### src/rtl/imem_load_ctrl_pkg.sv
`default_nettype none
// ============================================================================
// Module      : imem_load_ctrl_pkg
// Description : Shared types for the UART boot loader and its consumers
//               (state encoding, header size, memory write bundle).
// Revision    : 1.0 - initial release
// ============================================================================
package imem_load_ctrl_pkg;

  // Loader state encoding, explicit 3-bit width.
  typedef enum logic [2:0] {
    ST_IDLE = 3'd0,
    ST_RUN  = 3'd1,
    ST_HDR0 = 3'd2,
    ST_HDR1 = 3'd3,
    ST_DATA = 3'd4,
    ST_DONE = 3'd5,
    ST_ERR  = 3'd6
  } type_ldr_state_e;

  // The stream starts with a little-endian 16-bit word count.
  localparam int LDR_HDR_BYTES = 2;

  // One write bundle so imem and fetch consume a single signal.
  typedef struct packed {
    logic        we;
    logic [15:0] waddr;
    logic [31:0] wdata;
  } type_ldr2imem_s;

  // A load is in flight while the header or payload is being received.
  function automatic logic ldr_is_busy(input type_ldr_state_e s);
    return (s == ST_HDR0) || (s == ST_HDR1) || (s == ST_DATA);
  endfunction

endpackage
`default_nettype wire

### src/rtl/imem_load_ctrl_if.sv
`default_nettype none
// ============================================================================
// Module      : imem_load_ctrl_if
// Description : Bundle of loader control, UART byte stream and
//               instruction-memory write signals.
// Revision    : 1.0 - initial release
// ============================================================================
interface imem_load_ctrl_if #(
  parameter int BUS_WIDTH = 32,
  parameter int ADDR      = 10
);
  logic                 load_req;
  logic                 rx_valid;
  logic [7:0]           rx_data;
  logic                 imem_we;
  logic [ADDR-3:0]      imem_waddr;
  logic [BUS_WIDTH-1:0] imem_wdata;
  logic                 core_rst;
  logic                 load_busy;
  logic                 load_err;
  logic [15:0]          words_loaded;

  // Side that issues load requests and supplies UART bytes.
  modport master (
    output load_req, rx_valid, rx_data,
    input  imem_we, imem_waddr, imem_wdata, core_rst, load_busy, load_err, words_loaded
  );

  // Loader controller side.
  modport slave (
    input  load_req, rx_valid, rx_data,
    output imem_we, imem_waddr, imem_wdata, core_rst, load_busy, load_err, words_loaded
  );
endinterface
`default_nettype wire

### src/rtl/imem_load_ctrl_uart_word_packer.sv
`default_nettype none
// ============================================================================
// Module      : uart_word_packer
// Description : Packs UART bytes, least-significant first, into 32-bit words.
//               The word strobe is combinational on the fourth byte; the
//               caller registers it.
// Revision    : 1.0 - initial release
// ============================================================================
module uart_word_packer (
  input  wire logic        clk,
  input  wire logic        rst,
  input  wire logic        clr,
  input  wire logic        byte_valid,
  input  wire logic [7:0]  byte_data,
  output logic             word_valid,
  output logic [31:0]      word_data
);

  logic [1:0]  r_idx;
  logic [23:0] r_buf;

  // Byte index and shift buffer; newest byte enters at the top.
  always_ff @(posedge clk or posedge rst) begin
    if (rst) begin
      r_idx <= 2'd0;
      r_buf <= 24'd0;
    end else if (clr) begin
      r_idx <= 2'd0;
    end else if (byte_valid) begin
      r_idx <= r_idx + 2'd1;
      r_buf <= {byte_data, r_buf[23:8]};
    end
  end

  // After three bytes the buffer holds {b2,b1,b0}; the fourth completes it.
  always_comb begin
    word_valid = byte_valid && !clr && (r_idx == 2'd3);
    word_data  = {byte_data, r_buf};
  end

endmodule
`default_nettype wire

### src/rtl/imem_load_ctrl.sv
`default_nettype none
// ============================================================================
// Module      : imem_load_ctrl
// Description : UART boot loader. Parses a length-prefixed byte stream,
//               writes packed words to instruction memory from address 0 and
//               holds the core in reset until the load finishes.
// Revision    : 1.0 - initial release
// ============================================================================
module imem_load_ctrl
  import imem_load_ctrl_pkg::*;
#(
  parameter int BUS_WIDTH      = 32,
  parameter int ADDR           = 10,
  parameter int TIMEOUT_CYCLES = 1_000_000,
  parameter bit BOOT_RUN       = 1'b1
) (
  input wire logic         clk,
  input wire logic         rst,
  imem_load_ctrl_if.slave  bus
);

  localparam int              c_HDR_BITS   = LDR_HDR_BYTES * 8;
  localparam logic [16:0]     c_WORDS_MAX  = 17'(1 << (ADDR - 2));
  localparam int              c_IDLE_W     = $clog2(TIMEOUT_CYCLES) + 1;
  localparam logic [c_IDLE_W-1:0] c_IDLE_LAST = c_IDLE_W'(TIMEOUT_CYCLES - 1);
  localparam type_ldr_state_e c_RST_STATE  = BOOT_RUN ? ST_RUN : ST_IDLE;

  type_ldr_state_e       r_state;
  type_ldr_state_e       w_next;
  logic [c_HDR_BITS-1:0] r_n;
  logic [15:0]           r_words;
  logic [c_IDLE_W-1:0]   r_idle;
  type_ldr2imem_s        r_wr;
  logic                  r_core_rst;
  logic                  r_busy;
  logic                  r_err;

  logic                  w_in_load;
  logic                  w_accept_req;
  logic                  w_byte;
  logic                  w_timeout;
  logic [15:0]           w_hdr_n;
  logic                  w_word_valid;
  logic [31:0]           w_word_data;

  // Event decode: a request beats a byte, a byte beats the timeout.
  always_comb begin
    w_in_load    = ldr_is_busy(r_state);
    w_accept_req = bus.load_req && (r_state != ST_DONE);
    w_byte       = w_in_load && bus.rx_valid && !bus.load_req;
    w_timeout    = w_in_load && !bus.rx_valid && !bus.load_req && (r_idle == c_IDLE_LAST);
    w_hdr_n      = {bus.rx_data, r_n[7:0]};
  end

  uart_word_packer u_packer (
    .clk        (clk),
    .rst        (rst),
    .clr        (w_accept_req),
    .byte_valid (w_byte && (r_state == ST_DATA)),
    .byte_data  (bus.rx_data),
    .word_valid (w_word_valid),
    .word_data  (w_word_data)
  );

  // Next-state selection.
  always_comb begin
    w_next = r_state;
    case (r_state)
      ST_IDLE, ST_RUN, ST_ERR: if (w_accept_req) w_next = ST_HDR0;
      ST_HDR0: begin
        if (w_accept_req)   w_next = ST_HDR0;
        else if (w_byte)    w_next = ST_HDR1;
        else if (w_timeout) w_next = ST_ERR;
      end
      ST_HDR1: begin
        if (w_accept_req) begin
          w_next = ST_HDR0;
        end else if (w_byte) begin
          if (w_hdr_n == 16'd0)                    w_next = ST_DONE;
          else if ({1'b0, w_hdr_n} > c_WORDS_MAX)  w_next = ST_ERR;
          else                                     w_next = ST_DATA;
        end else if (w_timeout) begin
          w_next = ST_ERR;
        end
      end
      ST_DATA: begin
        if (w_accept_req)                                   w_next = ST_HDR0;
        else if (w_word_valid && (r_words + 16'd1 == r_n))  w_next = ST_DONE;
        else if (w_timeout)                                 w_next = ST_ERR;
      end
      ST_DONE: w_next = ST_RUN;
      default: w_next = c_RST_STATE;
    endcase
  end

  // State, counters and registered outputs (decoded from the next state).
  always_ff @(posedge clk or posedge rst) begin
    if (rst) begin
      r_state    <= c_RST_STATE;
      r_n        <= '0;
      r_words    <= 16'd0;
      r_idle     <= '0;
      r_wr       <= '0;
      r_core_rst <= !BOOT_RUN;
      r_busy     <= 1'b0;
      r_err      <= 1'b0;
    end else begin
      r_state    <= w_next;
      r_core_rst <= (w_next != ST_RUN);
      r_busy     <= ldr_is_busy(w_next);
      r_err      <= (w_next == ST_ERR);
      r_wr.we    <= 1'b0;
      if (w_accept_req) begin
        r_words <= 16'd0;
        r_idle  <= '0;
      end else if (w_in_load) begin
        r_idle <= bus.rx_valid ? '0 : r_idle + 1'b1;
        if (w_byte && (r_state == ST_HDR0)) r_n[7:0]  <= bus.rx_data;
        if (w_byte && (r_state == ST_HDR1)) r_n[15:8] <= bus.rx_data;
        if (w_word_valid) begin
          r_wr.we    <= 1'b1;
          r_wr.waddr <= r_words;
          r_wr.wdata <= w_word_data;
          r_words    <= r_words + 16'd1;
        end
      end
    end
  end

  assign bus.imem_we      = r_wr.we;
  assign bus.imem_waddr   = (ADDR - 2)'(r_wr.waddr);
  assign bus.imem_wdata   = BUS_WIDTH'(r_wr.wdata);
  assign bus.core_rst     = r_core_rst;
  assign bus.load_busy    = r_busy;
  assign bus.load_err     = r_err;
  assign bus.words_loaded = r_words;

endmodule
`default_nettype wire

### src/flat_wrapper.sv
// flat-port wrapper written by rule: the top's interface ports become plain ports
module imem_load_ctrl_flat import imem_load_ctrl_pkg::*;
#(
  parameter int BUS_WIDTH      = 32,
  parameter int ADDR           = 10,
  parameter int TIMEOUT_CYCLES = 1_000_000,
  parameter bit BOOT_RUN       = 1'b1
)
  (clk, rst, bus_load_req, bus_rx_valid, bus_rx_data, bus_imem_we, bus_imem_waddr, bus_imem_wdata, bus_core_rst, bus_load_busy, bus_load_err, bus_words_loaded);
  imem_load_ctrl_if #(.BUS_WIDTH(BUS_WIDTH), .ADDR(ADDR)) bus_i ();
  input wire logic clk;
  input wire logic rst;
  input wire logic [$bits(bus_i.load_req)-1:0] bus_load_req;
  input wire logic [$bits(bus_i.rx_valid)-1:0] bus_rx_valid;
  input wire logic [$bits(bus_i.rx_data)-1:0] bus_rx_data;
  output wire logic [$bits(bus_i.imem_we)-1:0] bus_imem_we;
  output wire logic [$bits(bus_i.imem_waddr)-1:0] bus_imem_waddr;
  output wire logic [$bits(bus_i.imem_wdata)-1:0] bus_imem_wdata;
  output wire logic [$bits(bus_i.core_rst)-1:0] bus_core_rst;
  output wire logic [$bits(bus_i.load_busy)-1:0] bus_load_busy;
  output wire logic [$bits(bus_i.load_err)-1:0] bus_load_err;
  output wire logic [$bits(bus_i.words_loaded)-1:0] bus_words_loaded;
  assign bus_i.load_req = bus_load_req;
  assign bus_i.rx_valid = bus_rx_valid;
  assign bus_i.rx_data = bus_rx_data;
  assign bus_imem_we = bus_i.imem_we;
  assign bus_imem_waddr = bus_i.imem_waddr;
  assign bus_imem_wdata = bus_i.imem_wdata;
  assign bus_core_rst = bus_i.core_rst;
  assign bus_load_busy = bus_i.load_busy;
  assign bus_load_err = bus_i.load_err;
  assign bus_words_loaded = bus_i.words_loaded;
  imem_load_ctrl #(.BUS_WIDTH(BUS_WIDTH), .ADDR(ADDR), .TIMEOUT_CYCLES(TIMEOUT_CYCLES), .BOOT_RUN(BOOT_RUN)) u_core (.clk(clk), .rst(rst), .bus(bus_i));
endmodule
### config.mk
export PLATFORM = sky130hd
export DESIGN_NAME = imem_load_ctrl_flat
export DESIGN_NICKNAME = d
export VERILOG_FILES = /design/src/rtl/imem_load_ctrl_pkg.sv /design/src/rtl/imem_load_ctrl_if.sv /design/src/rtl/imem_load_ctrl_uart_word_packer.sv /design/src/rtl/imem_load_ctrl.sv /design/src/flat_wrapper.sv
export SDC_FILE = /design/constraint.sdc
export NUM_CORES = 1
export LEC_CHECK = 0
export ABC_CLOCK_PERIOD_IN_PS = 3100
export CAP_MARGIN = 40
export CORE_UTILIZATION = 50
export DETAILED_ROUTE_END_ITERATION = 8
export GPL_ROUTABILITY_DRIVEN = 0
export PLACE_DENSITY = 0.86
export SYNTH_ARGS = -nofsm -noshare
export SYNTH_HDL_FRONTEND = slang
export SYNTH_HIERARCHICAL = 1
export SYNTH_SLANG_ARGS = --single-unit
### constraint.sdc
create_clock -name clk -period 3.1 [get_ports clk]
set_input_delay 0.465 -clock clk [delete_from_list [all_inputs] [get_ports clk]]
set_output_delay 0.465 -clock clk [all_outputs]
set_load 0.005 [all_outputs]
==> results of run 1 <==
through the flow:
step / hold WS, ps / cell area (µm²) / util / setup slack, ps / setup TNS [ps]
final: 475.3 / 7722 / 0.6376 / 206.0 / 0
after global routing: 496.5 / 7722 / 0.6376 / 37.89 / 0
after CTS: 479.9 / 7722 / 0.6376 / 245.9 / 0
after detailed placement: 462.2 / 7141 / 0.5896 / -168.7 / -179.7
after global placement: 456.4 / 7126 / 0.5883 / -18.16 / -18.16
after floorplan: 438.9 / 6241 / - / 17.88 / 0
flip-flops by register name, summed over array words and instances, names as in the netlist, 2 cells and up:
signal	count
u_core/u_packer/r_buf	24
u_core/r_n	16
u_core/bus.imem_waddr	8
u_core/bus.words_loaded	16
u_core/r_idle	21
u_core/u_packer/r_idx	2
u_core/bus.imem_wdata	32
u_core/r_state	3
cell families after synthesis:
family,Yosys count
muxes,40
adders and majority gates,3
DFF,126
AOI/OAI and AO/OA,112
xor gates and xnor gates,23
and+or+nand+nor,279
buffers and inverters,51
metal layers:
metal | share of wire | track usage
met1 | 0.42 | 0.3096
met2 | 0.50 | 0.4240
met3 | 0.058 | 0.04729
met4 | 0.028 | 0.1263
met5 | 0 | 0
final timing paths:
kind                       slack (ps)                        to  cells past startpoint                     start
setup / recovery                  210      u_core/bus.load_busy                     10              bus_rx_valid
hold / removal                    480  u_core/bus.imem_wdata[8]                      2                       rst
setup reg to reg                  310      u_core/bus.load_busy                      9         u_core/r_state[2]
hold reg to reg                   480  u_core/bus.imem_waddr[0]                      2  u_core/bus.imem_waddr[0]
max in group asynchronous        1890         u_core/r_state[0]                      3                       rst
min in group clk                  480  u_core/bus.imem_waddr[0]                      2  u_core/bus.imem_waddr[0]
report_power, final:
group,switching (mW),internal (mW)
clock network,0.729,1.17
logic,0.255,0.253
registers,0.128,1.76
cells in the mapped netlist, drive strengths merged (3+ instances only):
cell type / n / area [µm²]
xnor2: 12 / 105.1
dfrtp: 125 / 3128
and4: 4 / 35.03
mux2: 39 / 510.5
o41ai: 3 / 26.28
nand4: 12 / 81.33
and2: 5 / 31.28
buf: 25 / 200.2
ha: 3 / 37.54
a21o: 3 / 22.52
nand3b: 5 / 37.54
a31oi: 11 / 68.82
nor2: 28 / 105.1
o31ai: 9 / 67.56
nor2b: 9 / 63.81
o21ai: 57 / 285.3
nand2: 162 / 608.1
xor2: 11 / 96.34
inv: 8 / 30.03
clkbuf: 18 / 67.56
a22o: 3 / 26.28
nand3: 14 / 87.59
nor4: 7 / 56.30
nand2b: 4 / 25.02
and3: 9 / 56.30
o21a: 3 / 22.52
a21oi: 7 / 35.03
nor3: 6 / 35.03
or4: 7 / 56.30
worst max-delay path, delay by kind of cell:
family	cells	cell delay (ps)
and+or+nand+nor	6	1670
buffers and inverters	1	490
AOI/OAI and AO/OA	3	570
area by class of cell:
cell class / count / area, µm² / area share
clock buffer: 21 / 470.5 / 0.06092
clock inverter: 11 / 111.4 / 0.01442
inverter: 8 / 32.53 / 0.004213
multi-input combinational: 457 / 2800 / 0.3626
sequential: 126 / 3154 / 0.4085
tap: 168 / 210.2 / 0.02722
timing repair buffer: 96 / 943.4 / 0.1222
==> summary.txt, run 1 <==
==========================================================================================
Antenna Diode Count .........................................................            0
Synthesis-stage register bit count ..........................................          126
Number of buffers inserted by port buffering ................................           71
Clock insertion delay at the later pin of the skew report ...................       420 ps
Peak VDD IR .................................................................  0.0003941 V
Pin count of the biggest net entering global routing ........................           69
Finished Layout Cells .......................................................          887
Critical setup path kind .................................................... primary input to flip-flop
Final count of negative-setup-slack endpoints ...............................            0
Dominant combinational cell family by area after synthesis .................. simple AND/OR/NAND/NOR gates
Status ...................................................................... complete, no violations
Unrepaired setup endpoints after global routing .............................        false
Master cell of the clock root buffer ........................................ sky130_fd_sc_hd__clkbuf_16
Post-detailed-route via-to-cell ratio .......................................        5.820
Startpoint class of the critical path ....................................... primary input
I/O Pins ....................................................................           72
Nets in the synthesized netlist .............................................          649
Total of max-cap violations .................................................            0
Worst-path cell with the longest stage delay ................................ sky130_fd_sc_hd__or4_4
Highest-count cells in the layout ignoring fill and taps .................... 162 x sky130_fd_sc_hd__nand2_1, 125 x sky130_fd_sc_hd__dfrtp_1, 71 x sky130_fd_sc_hd__clkdlybuf4s50_1, 56 x sky130_fd_sc_hd__o21ai_0, 28 x sky130_fd_sc_hd__nor2_1
H-Tree Level Count ..........................................................            4
Static power due to leakage .................................................     3.469 nW
Clock Skews .................................................................     5.679 ps
Post-Synth XOR/XNOR Area ....................................................      0.03228
Area of the mapped netlist ..................................................     6241 µm²
Sinks on the clock net ......................................................          126
Compound-gate portion of the synthesized area ...............................       0.1107
Count of vias placed by the detailed router .................................         5162
First-pass GRT wire length ..................................................     25080 µm
Post-CTS Resized ............................................................            0
Transition time at the pin with the least slew margin .......................     718.4 ps
Crit path capture type ......................................................    flip-flop
Share of synthesized cell area in full adder, half adder and majority cells .     0.006014
Worst-path clk slew .........................................................        60 ps
Instance count of the mapped netlist ........................................          634
Iteration count of the initial detailed-routing pass ........................            5
Fillcell total ..............................................................          929
Worst slew margin relative to its limit .....................................       0.5193
Post-CTS setup repair buffer count ..........................................            0
Top FF cell, synth .......................................................... sky130_fd_sc_hd__dfrtp_1
Crit-path max cell delay ....................................................       530 ps
GRT Total Usage .............................................................       0.2512
Placeable core region .......................................................    12110 µm²
FP Rows .....................................................................           40
Number of hold violations in the final report ...............................            0
Number of DRC markers in iteration 0 ........................................          453
Number of global-route vias before repair ...................................         5028
Arrival time at the worst endpoint ..........................................      3190 ps
Wire length reported by the detailed router .................................     15310 µm
Starting Density ............................................................       0.5153
Ratio of cells with drive above 1 in the final layout .......................       0.1502
Layout Area Growth over Synthesis ...........................................       23.74%
CTS Buffer Depth ............................................................            2
CTS tree ....................................................................          yes
Most common cell after layout, fill and taps aside .......................... sky130_fd_sc_hd__nand2_1
Min-delay worst type ........................................................ primary input to asynchronous set/reset pin
Total power after layout ....................................................     4.299 mW
Proportion of synthesized flip-flops having asynchronous set or reset .......        1.000
Die Y-Extent ................................................................     113.7 µm
Number of enable flip-flop cells after synthesis ............................            0
Number of nets in the final layout ..........................................          721
Routed wirelength normalized by instance count ..............................     17.26 µm
Final Critical Period .......................................................      2894 ps
Placed instance count .......................................................          855
Die ar. .....................................................................    12930 µm²
Share of the yosys chip area belonging to registers .........................       0.5054
Ordered cell list for the critical path ..................................... clkdlybuf4s50_1 > nor2b_1 > and2_1 > nor2b_4 > and2_1 > o2111ai_1 > nor4_1 > o2111ai_1 > or4_4 > a32o_1
Number of different library cells in the post-synthesis netlist .............           64
Max-slew violation count ....................................................            0
Achievable clock frequency ..................................................    345.5 MHz
Hold buffer count at CTS ....................................................            0
Chip Width ..................................................................     113.7 µm
P per Cell Area ............................................................. 556.7 nW/µm²
Number of antenna violations at the first check in global routing ...........            0
Share of the clock period used by the worst path after layout ...............       0.9336
Area fraction in and, or, nand and nor cells after synthesis ................       0.2145
Syn Area/Cell ...............................................................    9.844 µm²
Critical-path maximum fanout ................................................            4
Antenna-violating nets left .................................................            0
Total DRC errors in the routed layout .......................................            0
Number of buffers added by the clock tree synthesis step ....................           17
Required time at the worst-slack endpoint ...................................      3390 ps
GRT overflow ................................................................            0
Ys Warns ....................................................................            6
Portion of netlist area occupied by mux cells ...............................      0.08340
Post-DP HPWL ................................................................     10330 µm
==========================================================================================
Note: power is estimated with default switching activity, not from simulation.
==> run 2, diff against run 1 <==
- ABC_CLOCK_PERIOD_IN_PS: 3100 -> 3300
- HOLD_SLACK_MARGIN: not set -> 0.05
- PLACE_DENSITY: 0.86 -> 0.83
- clock period: 3.1 -> 3.3 ns (I/O delays scaled with it)
==> summary.txt, run 2 (synthesis gave the netlist of run 1 again) <==
================================================================================
Max-slew violation count ..........................................            0   unchanged
Relative contribution of sequential cells to total power ..........        0.441   about the same
Worst-path clk slew ...............................................        60 ps   about the same
Crit-path max cell delay ..........................................       570 ps   +40 ps
Ratio of cells with drive above 1 in the final layout .............       0.1417   -0.008554
Count of vias placed by the detailed router .......................         5103   -1.1%
Fillcell total ....................................................          970   +4.4%
Hold buffer count at CTS ..........................................            0   unchanged
Arrival time at the worst endpoint ................................      3370 ps   +180 ps
Unrepaired setup endpoints after global routing ...................        false
Wire length reported by the detailed router .......................     14700 µm   -3.9%
Master cell of the clock root buffer .............................. sky130_fd_sc_hd__clkbuf_16
Number of DRC markers in iteration 0 ..............................          612   +35%
Required time at the worst-slack endpoint .........................      3600 ps   +210 ps
Highest-count cells in the layout ignoring fill and taps .......... 162 x sky130_fd_sc_hd__nand2_1, 125 x sky130_fd_sc_hd__dfrtp_1, 71 x sky130_fd_sc_hd__clkdlybuf4s50_1, 56 x sky130_fd_sc_hd__o21ai_0, 28 x sky130_fd_sc_hd__nor2_1
Clock Skews .......................................................     7.057 ps   +1.378 ps
Number of buffers added by the clock tree synthesis step ..........           17   unchanged
Total power after layout ..........................................     4.019 mW   -6.5%
Die Y-Extent ......................................................     113.7 µm   unchanged
I/O Pins ..........................................................           72   unchanged
Final Critical Period .............................................      3074 ps
CTS tree ..........................................................          yes
Critical-path maximum fanout ......................................           10   +6
Post-CTS setup repair buffer count ................................            0   unchanged
GRT overflow ......................................................            0   unchanged
Critical register-to-register path startpoint ..................... u_core/bus.words_loaded[0]
Transition time at the pin with the least slew margin .............     719.4 ps   +0.9848 ps
FP Rows ...........................................................           40   unchanged
Chip Width ........................................................     113.7 µm   unchanged
Hold slack ........................................................     462.4 ps   -12.85 ps
Crit path capture type ............................................    flip-flop
Max reg flops .....................................................           32   unchanged
Post-detailed-route via-to-cell ratio .............................        5.792   -0.47%
Most common cell after layout, fill and taps aside ................ sky130_fd_sc_hd__nand2_1
Total of max-cap violations .......................................            0   unchanged
Startpoint class of the critical path .............................    flip-flop
GRT Total Usage ...................................................       0.2400   -0.01119
Number of hold violations in the final report .....................            0   unchanged
Number of antenna violations at the first check in global routing .            0   unchanged
Share of the clock period used by the worst path after layout .....       0.9315
Proportion of power drawn by combinational gates ..................        0.122   +0.004
Die ar. ...........................................................    12930 µm²   unchanged
P per Cell Area ................................................... 525.7 nW/µm²   -5.6%
Switch Pwr ........................................................     1.026 mW   -7.7%
Status ............................................................ complete, no violations
Post-CTS Resized ..................................................            0   unchanged
Cell-internal power ...............................................     2.993 mW   -6.1%
Min-delay worst type .............................................. primary input to asynchronous set/reset pin
Placeable core region .............................................    12110 µm²   unchanged
Final count of negative-setup-slack endpoints .....................            0   unchanged
Worst slew margin relative to its limit ...........................       0.5186   -0.0006590
CTS Buffer Depth ..................................................            2   unchanged
Sinks on the clock net ............................................          126   unchanged
H-Tree Level Count ................................................            4   unchanged
Antenna-violating nets left .......................................            0   unchanged
First-pass GRT wire length ........................................     24210 µm   -3.5%
Pin count of the biggest net entering global routing ..............           64   -7.2%
Switching part of the total power .................................       0.2553   -0.003383
Achievable clock frequency ........................................    325.3 MHz
Total DRC errors in the routed layout .............................            0   unchanged
Worst setup path startpoint ....................................... u_core/bus.words_loaded[0]
Clock network power share .........................................        0.437   -0.005
Starting Density ..................................................       0.5153   unchanged
Number of global-route vias before repair .........................         4954   -1.5%
Layout Area Growth over Synthesis .................................       22.51%
Critical setup path kind .......................................... flip-flop to flip-flop
Number of nets in the final layout ................................          716   -0.69%
Routed wirelength normalized by instance count ....................     16.69 µm   -3.3%
Clock insertion delay at the later pin of the skew report .........       420 ps   about the same
Worst-path cell with the longest stage delay ...................... sky130_fd_sc_hd__dfrtp_1
Antenna Diode Count ...............................................            0   unchanged
Final TNS setup ...................................................         0 ps   unchanged
Number of buffers inserted by port buffering ......................           71   unchanged
Static power due to leakage .......................................     3.434 nW   -1.0%
Post-DP HPWL ......................................................     10110 µm   -2.0%
Ordered cell list for the critical path ........................... ha_1 > nand3_4 > nor3_2 > a21oi_1 > nor4_1 > o2111ai_1 > or4_4 > a32o_1
Iteration count of the initial detailed-routing pass ..............            5   unchanged
Peak VDD IR .......................................................  0.0002139 V   -46%
================================================================================
## run 2: cell count changes in the layout (fill, tap and decap cells not counted), sizes merged
cell	change
clkbuf	-2
bufinv	+1
buf	-5
## run 2: critical path: cells and delay by family, from the launching register on
| family | cells | cell delay [ps] |
|---|---|---|
| fa+ha+maj | 1 | 380 |
| compound gates | 3 | 590 |
| flops | 1 | 570 |
| simple gates | 4 | 1420 |
## run 2: cell type report
class	count	area [µm²]	area share
clock buffer	19	432.9	0.05662
clock inverter	12	122.6	0.01604
inverter	8	32.53	0.004255
multi-input combinational	457	2800	0.3662
sequential	126	3154	0.4125
tap	168	210.2	0.02749
timing repair buffer	91	893.4	0.1168
## run 2: final timing paths
| kind | slack, ps | to | cells past startpoint |
|---|---|---|---|
| max | 230 | u_core/bus.load_busy | 8 |
| max in group asynchronous | 2200 | u_core/r_state[0] | 3 |
| min reg2reg | 470 | u_core/bus.imem_waddr[4] | 2 |
| min in group clk | 470 | u_core/bus.imem_waddr[4] | 2 |
| min | 460 | u_core/bus.imem_wdata[13] | 2 |
| max reg2reg | 230 | u_core/bus.load_busy | 8 |
## run 2: power groups by stage
stage / sequential [mW] / clock [mW] / combinational, mW
3_5_place_dp: 1.79 / 0 / 0.479
3_3_place_gp: 1.79 / 0 / 0.457
4_1_cts: 1.77 / 1.78 / 0.483
5_1_grt: 1.78 / 1.85 / 0.532
2_1_floorplan: 1.75 / 0 / 0.359
6_report: 1.77 / 1.76 / 0.490
## run 2: routing by layer
layer | GRT usage | vias to the layer above | share of wire | wire, µm
li1 | - | 2336 | - | -
met1 | 0.3112 | 2499 | 0.41 | 6088
met2 | 0.3976 | 229 | 0.50 | 7282
met3 | 0.05207 | 39 | 0.069 | 1020
met4 | 0.08684 | 0 | 0.021 | 312
met5 | 0 | - | 0 | 0
## run 2: through the flow
| stage | worst slack, ps | utilization | instance area (µm²) | std cells |
|---|---|---|---|---|
| final | 226.2 | 0.6313 | 7646 | 881 |
| after global routing | 103.4 | 0.6313 | 7646 | 881 |
| after CTS | 331.7 | 0.6313 | 7646 | 881 |
| after detailed placement | 42.35 | 0.5854 | 7091 | 850 |
| after global placement | 153.6 | 0.5832 | 7063 | 849 |
| after floorplan | 187.9 | - | 6241 | 634 |
